==> src/rtl/mem_port_arbiter.sv <==
`default_nettype none
// mem_port_arbiter: shares one fixed-latency single-port memory between the IF and MEM requesters.
// Rev 1.0 - initial release.
module mem_port_arbiter #(
  parameter int MEM_LATENCY = 2,
  parameter int ADDR_W      = 32
) (
  input  logic              Clk,
  input  logic              Reset,
  input  logic              IfReq,
  input  logic [ADDR_W-1:0] IfAddr,
  output logic [31:0]       IfRdata,
  output logic              IfDone,
  output logic              IfStall,
  input  logic              DmReq,
  input  logic              DmWe,
  input  logic [ADDR_W-1:0] DmAddr,
  input  logic [31:0]       DmWdata,
  output logic [31:0]       DmRdata,
  output logic              DmDone,
  output logic              DmStall,
  output logic              MemEn,
  output logic              MemWe,
  output logic [ADDR_W-1:0] MemAddr,
  output logic [31:0]       MemWdata,
  input  logic [31:0]       MemRdata,
  output logic              Busy,
  output logic [15:0]       WaitCount
);

  typedef enum logic [1:0] {
    IDLE  = 2'd0,
    ISSUE = 2'd1,
    WAIT  = 2'd2,
    DONE  = 2'd3
  } state_t;

  localparam logic [3:0] LAT_LOAD = 4'(MEM_LATENCY - 1);

  state_t      state;
  state_t      state_nxt;
  logic [3:0]  lat_cnt;
  logic        owner_data;
  logic        access_we;
  logic        last_grant_data;
  logic        grant_data;
  logic        grant_fetch;
  logic        fetch_active;
  logic        data_active;
  logic        wait_inc;

  // Data wins a conflict unless it won the previous grant, giving strict alternation.
  always_comb begin
    grant_data  = 1'b0;
    grant_fetch = 1'b0;
    state_nxt   = state;
    if (state == IDLE) begin
      grant_data  = DmReq & (~IfReq | ~last_grant_data);
      grant_fetch = IfReq & ~grant_data;
    end
    case (state)
      IDLE:    if (IfReq | DmReq) state_nxt = ISSUE;
      ISSUE:   state_nxt = WAIT;
      WAIT:    if (lat_cnt == 4'd0) state_nxt = DONE;
      DONE:    state_nxt = IDLE;
      default: state_nxt = IDLE;
    endcase
    fetch_active = (state == IDLE) ? grant_fetch : ~owner_data;
    data_active  = (state == IDLE) ? grant_data  : owner_data;
    wait_inc     = (IfReq & ~fetch_active) | (DmReq & ~data_active);
  end

  always_ff @(posedge Clk) begin
    if (Reset) begin
      state           <= IDLE;
      lat_cnt         <= 4'd0;
      owner_data      <= 1'b0;
      access_we       <= 1'b0;
      last_grant_data <= 1'b0;
      WaitCount       <= 16'd0;
      MemEn           <= 1'b0;
      MemWe           <= 1'b0;
      MemAddr         <= '0;
      MemWdata        <= 32'd0;
      IfRdata         <= 32'd0;
      DmRdata         <= 32'd0;
      IfDone          <= 1'b0;
      DmDone          <= 1'b0;
      Busy            <= 1'b0;
    end else begin
      state  <= state_nxt;
      Busy   <= (state_nxt != IDLE);
      MemEn  <= 1'b0;
      MemWe  <= 1'b0;
      IfDone <= 1'b0;
      DmDone <= 1'b0;
      if (wait_inc && (WaitCount != 16'hFFFF)) begin
        WaitCount <= WaitCount + 16'd1;
      end
      case (state)
        IDLE: begin
          if (grant_data | grant_fetch) begin
            owner_data      <= grant_data;
            last_grant_data <= grant_data;
            access_we       <= grant_data & DmWe;
            MemEn           <= 1'b1;
            MemWe           <= grant_data & DmWe;
            MemAddr         <= grant_data ? DmAddr : IfAddr;
            if (grant_data) MemWdata <= DmWdata;
          end
        end
        ISSUE: lat_cnt <= LAT_LOAD;
        WAIT: begin
          if (lat_cnt == 4'd0) begin
            IfDone <= ~owner_data;
            DmDone <= owner_data;
            // Read data lands exactly as the counter expires; writes leave DmRdata alone.
            if (~owner_data) begin
              IfRdata <= MemRdata;
            end else if (~access_we) begin
              DmRdata <= MemRdata;
            end
          end else begin
            lat_cnt <= lat_cnt - 4'd1;
          end
        end
        default: ;
      endcase
    end
  end

  assign IfStall = IfReq & ~IfDone;
  assign DmStall = DmReq & ~DmDone;

endmodule
`default_nettype wire

==> config.mk <==
export PLATFORM = sky130hd
export DESIGN_NAME = mem_port_arbiter
export DESIGN_NICKNAME = d
export VERILOG_FILES = /design/src/rtl/mem_port_arbiter.sv
export SDC_FILE = /design/constraint.sdc
export NUM_CORES = 1
export LEC_CHECK = 0
export CORE_MARGIN = 2
export CORE_UTILIZATION = 38
export DETAILED_ROUTE_END_ITERATION = 8
export PLACE_DENSITY = 0.85
export SLEW_MARGIN = 20
export SYNTH_ARGS = -nofsm -noshare
export SYNTH_HDL_FRONTEND = slang
export SYNTH_SLANG_ARGS = --single-unit
==> constraint.sdc <==
create_clock -name Clk -period 1.91 [get_ports Clk]
set_input_delay 0.2865 -clock Clk [delete_from_list [all_inputs] [get_ports Clk]]
set_output_delay 0.2865 -clock Clk [all_outputs]
set_load 0.02 [all_outputs]
# [After elaboration in Yosys (flattened, before gate mapping)]
# Index checks and enable logic that the tools add are counted.
[word_totals] register_bits=157 output_inout_bits=151
[op_classes] n_addsub=2 eq_ne=5 mux=11 bitwise=23 n_reduce_logical=13
[ops] cell="two-way mux 32 bit" n=1
[ops] cell="adder 16 x 1 -> 16 bit, second input constant" n=1
[ops] cell="inequality test 16 bit, second input constant" n=1
[ops] cell="NOT 1 bit" n=12
[ops] cell="one-hot mux 2 bit (4 select lines)" n=1
[ops] cell="one-hot mux 4 bit (2 select lines)" n=1
[ops] cell="AND 1 bit" n=7
[ops] cell="AND reduction 3 bit" n=2
[ops] cell="OR reduction 3 bit" n=2
[ops] cell="two-way mux 1 bit" n=5
[ops] cell="equality test 2 bit, second input constant" n=2
[ops] cell="zero test 4 bit" n=1
[ops] cell="two-way mux 2 bit" n=2
[ops] cell="two-way mux 4 bit" n=1
[ops] cell="bitwise OR 1 bit" n=4
[ops] cell="AND reduction 2 bit" n=2
[ops] cell="AND reduction 4 bit" n=1
[ops] cell="nonzero test 2 bit" n=2
[ops] cell="subtractor 4 x 1 -> 4 bit, second input constant" n=1
[ops] cell="equality test 2 x 1 -> 1 bit, second input constant" n=1
[ops] cell="zero test 2 bit" n=1
[ops] cell="inequality test 2 bit, second input constant" n=1
[ops] cell="OR reduction 2 bit" n=1
[ops] cell="logical AND 1 bit" n=1

# [Longest topological paths before layout]
# Gate-level depths: netlist of the first run.
[depth] word_depth=11 mapped_depth=9 mapped_depth_nobuf=6

# [Worst setup path before layout of the first run]
# OpenSTA, ideal clock, no wires.
[synth_timing] path_kind="reg-to-reg" start="register state[0]" end="register WaitCount[11]" n_path_buf=1 path_slack_ns=0.021 stages_incl_launch_ff=8 arrival_ns=1.768 setup_ns=0.121 path_cell_list="dfxtp_1 inv_1 ha_1 o21bai_1 a2bb2oi_2 buf_2 nor4_1 mux2_2"
[synth_via] elab_chain_cells=7 word_cells_on_any_way=11 cone_classes="mux: 4; bitwise: 5; reduce/logical: 2"
[synth_lines] item="start, declared" line_no="40" rtl="state_t state;"
[synth_lines] item="start signal, assigned" line_no="91" rtl="state <= state_nxt;"
[synth_lines] item="zero test 2 bit (*)" line_no="57, 68, 69"
[synth_lines] item="two-way mux 1 bit" line_no="57" rtl="if (state == IDLE) begin"
[synth_lines] item="two-way mux 1 bit (on tied branches)" line_no="68, 69"
[synth_lines] item="NOT 1 bit" line_no="70" rtl="wait_inc = (IfReq & ~fetch_active) | (DmReq & ~data_active);"
[synth_lines] item="AND 1 bit" line_no="70"
[synth_lines] item="bitwise OR 1 bit (*)" line_no="70"
[synth_lines] item="logical AND 1 bit (*)" line_no="97" rtl="if (wait_inc && (WaitCount != 16'hFFFF)) begin"
[synth_lines] item="end signal, assigned" line_no="98" rtl="WaitCount <= WaitCount + 16'd1;"
[synth_lines] item="end, declared" line_no="28" rtl="output logic [15:0] WaitCount"
# Every way passes the cells marked *; elsewhere a longest branch is shown, timed or not.
# A chain may end at the register's enable or synchronous reset.

# [Worst setup path after layout of the first run]
[layout_timing] start="register state[1]" end="register WaitCount[5]"
# The elaborated chain is that of the path after synthesis.

==> flow_summary.ini, run 1 <==
[clock_network]
insertion_delay_ps = 410
path_clk_slew_ps = 60
root_buffer = clkbuf_16
cts_htree_levels = 4
cts-buffers-inserted = 17
cts_tree = built
clock-sinks = 157
postCtsSetupBuffers = 0
postCtsHoldBufs = 0
clk_path_buf_depth = 2

[sta]
finalHoldViolCount = 0
fmax_mhz = 549
relSlewSlack = 0.606
min_period_ps = 1820
tightestPinTransition_ps = 591
slew_viol_final = 0
hold_ws_ps = 380
fin_setup_tns_ps = 0
fin_skew_ps = 7.26
fin_ws_ps = 87.7
finalSetupViolCount = 0
grt_setup_unrepaired = true
timing.final.crit_share = 0.954

[finish]
stdcell_count = 1251
post-route-util = 0.639
stdcell_area_um2 = 10200
seq_area_um2 = 3140
fin_nets = 1162
antenna_cells = 0
layout-drive-gt1-share = 0.0947
multi_input_area_um2 = 2900
fill_cells = 1344
syn_to_final_growth_pct = 63.9

[grt]
grt_pass1_vias = 5935
antenna_found_initial = 0
grt_usage = 0.207
grt_pass1_wl_um = 29600
grt_start_max_net_pins = 55
grt.overflow.total = 0

[power_and_ir_drop]
power_density_nw_per_um2 = 1180
p_total_mw = 12.1
p_leak_nw = 3.70
ir_drop_uv = 614

[placed_design]
post-place-ws_ps = -253
dp.cells = 1218
placed_cell_area_um2 = 9490
place.gp.congestion = 0.796
dp_hpwl_um = 13400
portBuffers = 283

[floorplan]
coreArea_um2 = 15900
die_w_um = 132
num_rows = 46
start_util = 0.390
dieHeight_um = 132
die-area_um2 = 17400
io_pins = 284

[synth]
ys_ff_latch = 157
postSynthAreaPerCell_um2 = 8.42
syn_nets = 878
yosys_warnings = 0
synthArstFlopShare = 0
synth-edff-count = 0
syn-cell-area_um2 = 6210
ys.flop_type = dfxtp_1
yosysSeqAreaShare = 0.506
synthDistinctLibCells = 53
netlist_instances = 738

[setup_path]
required_ps = 2210
path_max_fanout = 8
end_kind = register
reg2reg_depth = 6
critical_path_class = register to register
arrival_ps = 2120
worstSetupStartpointType = register

[drt]
dr.pass1.iters = 5
postRouteAntennaNets = 0
wirelength_um = 18400
vias_per_cell = 4.92
vias = 6151
routedWlPerCell_um = 14.7
drc = 0
drt_iter0_drc = 329

[run_status]
status = completed

[worst_hold_path]
hp-class = primary input to register
min_path_cells = 2

[run]
drv_cap = 0
## sequential cells by signal, indices dropped and copies added, names as in the netlist, 2 cells and up
name,cells
WaitCount,16
state,2
MemAddr,32
IfRdata,32
DmRdata,32
MemWdata,32
lat_cnt,4
## repair_timing
| item | in CTS | in global routing |
|---|---|---|
| resized for setup | 6 | 8 |
| setup endpoints to repair | 8 | 14 |
| pin swaps | 0 | 3 |
| gates cloned | 0 | 1 |
## layer usage
layer  share of wire  GRT usage
met1            0.40      0.241
met2            0.50      0.361
met3           0.072     0.0619
met4           0.020     0.0725
met5               0          0
## worst max-delay path: stages, from the launching register on
cell	delay [ps]
dfxtp_1	330
inv_1	70
ha_2	210
buf_4	170
a2bb2oi_4	210
nor4_1	360
mux2_1	360
## synthesized netlist by cell type (all sizes together), types with 3 or more instances
library cell | n | area (um^2)
nor2 | 46 | 173
nand4 | 3 | 25.0
o21ai | 9 | 45.0
or3 | 3 | 20.0
or3b | 3 | 26.3
a211oi | 33 | 248
mux2 | 6 | 67.6
nand2 | 203 | 762
nor2b | 9 | 56.3
nor3 | 3 | 15.0
a21oi | 108 | 541
mux2i | 32 | 320
inv | 9 | 33.8
clkbuf | 38 | 143
buf | 17 | 92.6
or4 | 4 | 30.0
o31ai | 6 | 45.0
nand3 | 8 | 40.0
dfxtp | 157 | 3140
ha | 7 | 87.6
nor4 | 8 | 56.3
or2 | 3 | 21.3
## logic make-up (layout without fill, tap and decap cells)
kind of cell | after synthesis | after routing | share of synthesized area
and+or+nand+nor | 303 | 303 | 0.214
AOI/OAI and AO/OA | 169 | 170 | 0.160
DFF | 157 | 157 | 0.506
buffers and inverters | 64 | 360 | 0.0433
muxes | 38 | 38 | 0.0624
adders and majority gates | 7 | 7 | 0.0141
## report_power, final
| part | internal (mW) | total (mW) | switching [mW] | leakage (nW) |
|---|---|---|---|---|
| Sequential | 3.86 | 4.18 | 0.316 | 1.28 |
| Clock | 2.08 | 3.45 | 1.37 | 0.300 |
| Combinational | 2.07 | 4.43 | 2.36 | 2.12 |
| Total | 8.01 | 12.1 | 4.04 | 3.70 |
## final timing paths
check | from | endpoint | slack [ps]
worst max-delay path | state[1]$_SDFF_PP0_ | WaitCount[5]$_SDFFE_PP0P_ | 90
worst min-delay path | Reset | WaitCount[13]$_SDFFE_PP0P_ | 380
worst max register to register | state[1]$_SDFF_PP0_ | WaitCount[5]$_SDFFE_PP0P_ | 90
worst min register to register | DmRdata[22]$_SDFFE_PP0P_ | DmRdata[22]$_SDFFE_PP0P_ | 450
## final cells by class
type	instances	area share
repair buffers	319	0.317
flip-flops and latches	157	0.309
multi-input cells	518	0.285
clock buffers	21	0.0472
well taps	216	0.0265
clock inverters	11	0.0128
inverters	9	0.00332
## layout by cell type, fill, tap and decap left out, drive strengths merged, types with 8 or more instances in the layout
master	Yosys	routed
clkdlybuf4s50	0	280
nand2	203	203
dfxtp	157	157
a21oi	108	108
nor2	46	46
buf	17	37
a211oi	33	33
mux2i	32	32
clkbuf	38	21
inv	9	12
nor2b	9	9
o21ai	9	9
nand3	8	8
nor4	8	8
Power figures use the tool's default switching activity.
==> run 2: changes to the inputs <==
--- a/config.mk
+++ b/config.mk
@@ -6,9 +6,10 @@
 export NUM_CORES = 1
 export LEC_CHECK = 0
 export CORE_MARGIN = 2
-export CORE_UTILIZATION = 38
+export CORE_UTILIZATION = 35
 export DETAILED_ROUTE_END_ITERATION = 8
-export PLACE_DENSITY = 0.85
+export PLACE_DENSITY = 0.8
+export REMOVE_ABC_BUFFERS = 1
 export SLEW_MARGIN = 20
 export SYNTH_ARGS = -nofsm -noshare
 export SYNTH_HDL_FRONTEND = slang
==> flow_summary.ini, run 2 (synthesis results as in run 1) <==
[finish]
fill_cells = 1550
multi_input_area_um2 = 2890
antenna_cells = 0
post-route-util = 0.591
seq_area_um2 = 3140
layout-drive-gt1-share = 0.0965
syn_to_final_growth_pct = 64.6
stdcell_area_um2 = 10200
layout_commonest_cell = clkdlybuf4s50_1
stdcell_count = 1261
mostFrequentLayoutCells = clkdlybuf4s50_1 (280), nand2_1 (203), dfxtp_1 (157)
fin_nets = 1163

[drt]
vias = 6125
drc = 0
routedWlPerCell_um = 14.8
postRouteAntennaNets = 0
wirelength_um = 18600
drt_iter0_drc = 260
dr.pass1.iters = 4
vias_per_cell = 4.86

[placed_design]
placed_cell_area_um2 = 9550
place.gp.congestion = 0.780
portBuffers = 283
dp_hpwl_um = 13200
dp.cells = 1229
post-place-ws_ps = -218

[sta]
relSlewSlack = 0.668
timing.final.crit_share = 0.953
grt_setup_unrepaired = false
tightestPinTransition_ps = 499
fmax_mhz = 550
fin_skew_ps = 8.84
slew_viol_final = 0
fin_ws_ps = 90.6
finalSetupViolCount = 0
min_period_ps = 1820
finalHoldViolCount = 0

[setup_path]
path_max_fanout = 8
end_kind = output port
crit_family = buffers and inverters
worstSetupStartpointType = register
crit_path_max_incr_delay_ps = 660
required_ps = 1620
path_buf_inv = 1
slowest_stage = clkdlybuf4s50_1
critical_path_class = register to output port
arrival_ps = 1530
crit_chain = clkdlybuf4s50_1

[grt]
grt_pass1_wl_um = 28700
grt_pass1_vias = 5767
grt_start_max_net_pins = 54
grt.overflow.total = 0
grt_usage = 0.193
antenna_found_initial = 0

[run_status]
status = completed

[run]
drv_cap = 0

[power_and_ir_drop]
ir_drop_uv = 711
p_total_mw = 12.0
power_density_nw_per_um2 = 1170
p_leak_nw = 3.73

[clock_network]
clk_path_buf_depth = 2
root_buffer = clkbuf_16
insertion_delay_ps = 410
cts_htree_levels = 4
cts-buffers-inserted = 17
postCtsHoldBufs = 0
clock-sinks = 157
cts_tree = built
path_clk_slew_ps = 60

[floorplan]
die_w_um = 137
die-area_um2 = 18800
io_pins = 284
coreArea_um2 = 17300
start_util = 0.359
num_rows = 48
dieHeight_um = 137

[worst_hold_path]
hp-class = primary input to register
## run 2: per-stage QoR
stage	setup TNS, ps	hold WS (ps)
after floorplan	-237360	356
after global placement	-3620	440
after detailed placement	-6560	446
after CTS	-4.08	316
after global routing	0	345
final	0	330
## run 2: area by class of cell
class,instances,area share
clock buffers,20,0.0447
clock inverters,12,0.0135
inverters,9,0.00330
multi-input cells,517,0.283
flip-flops and latches,157,0.307
well taps,225,0.0275
repair buffers,321,0.321
## run 2: final timing paths
| path | slack (ps) | startpoint | depth (start not counted) | to |
|---|---|---|---|---|
| worst min-delay path | 330 | Reset | 2 | MemWdata[3]$_SDFFE_PP0P_ |
| worst max register to register | 90 | state[0]$_SDFF_PP0_ | 6 | WaitCount[14]$_SDFFE_PP0P_ |
| worst max-delay path | 90 | WaitCount[7]$_SDFFE_PP0P_ | 1 | WaitCount[7] |
| worst min register to register | 450 | IfRdata[9]$_SDFFE_PP0P_ | 2 | IfRdata[9]$_SDFFE_PP0P_ |
## run 2: what timing repair did
| item | CTS | global route |
|---|---|---|
| gates resized for setup | 1 | 14 |
| endpoints found under the setup margin | 1 | 14 |
| setup buffers | 0 | 0 |
## run 2: power by group
| part | total (mW) | switching (mW) | internal, mW |
|---|---|---|---|
| logic | 4.45 | 2.34 | 2.11 |
| registers | 4.16 | 0.305 | 3.86 |
| clock network | 3.37 | 1.37 | 2.01 |
| total | 12.0 | 4.01 | 7.98 |
## run 2: routing by layer
metal / GRT usage / up-vias / wire length [um]
li1: - / 3078 / -
met1: 0.230 / 2800 / 7770
met2: 0.328 / 215 / 9240
met3: 0.0548 / 32 / 1140
met4: 0.0779 / 0 / 472
met5: 0 / - / 0
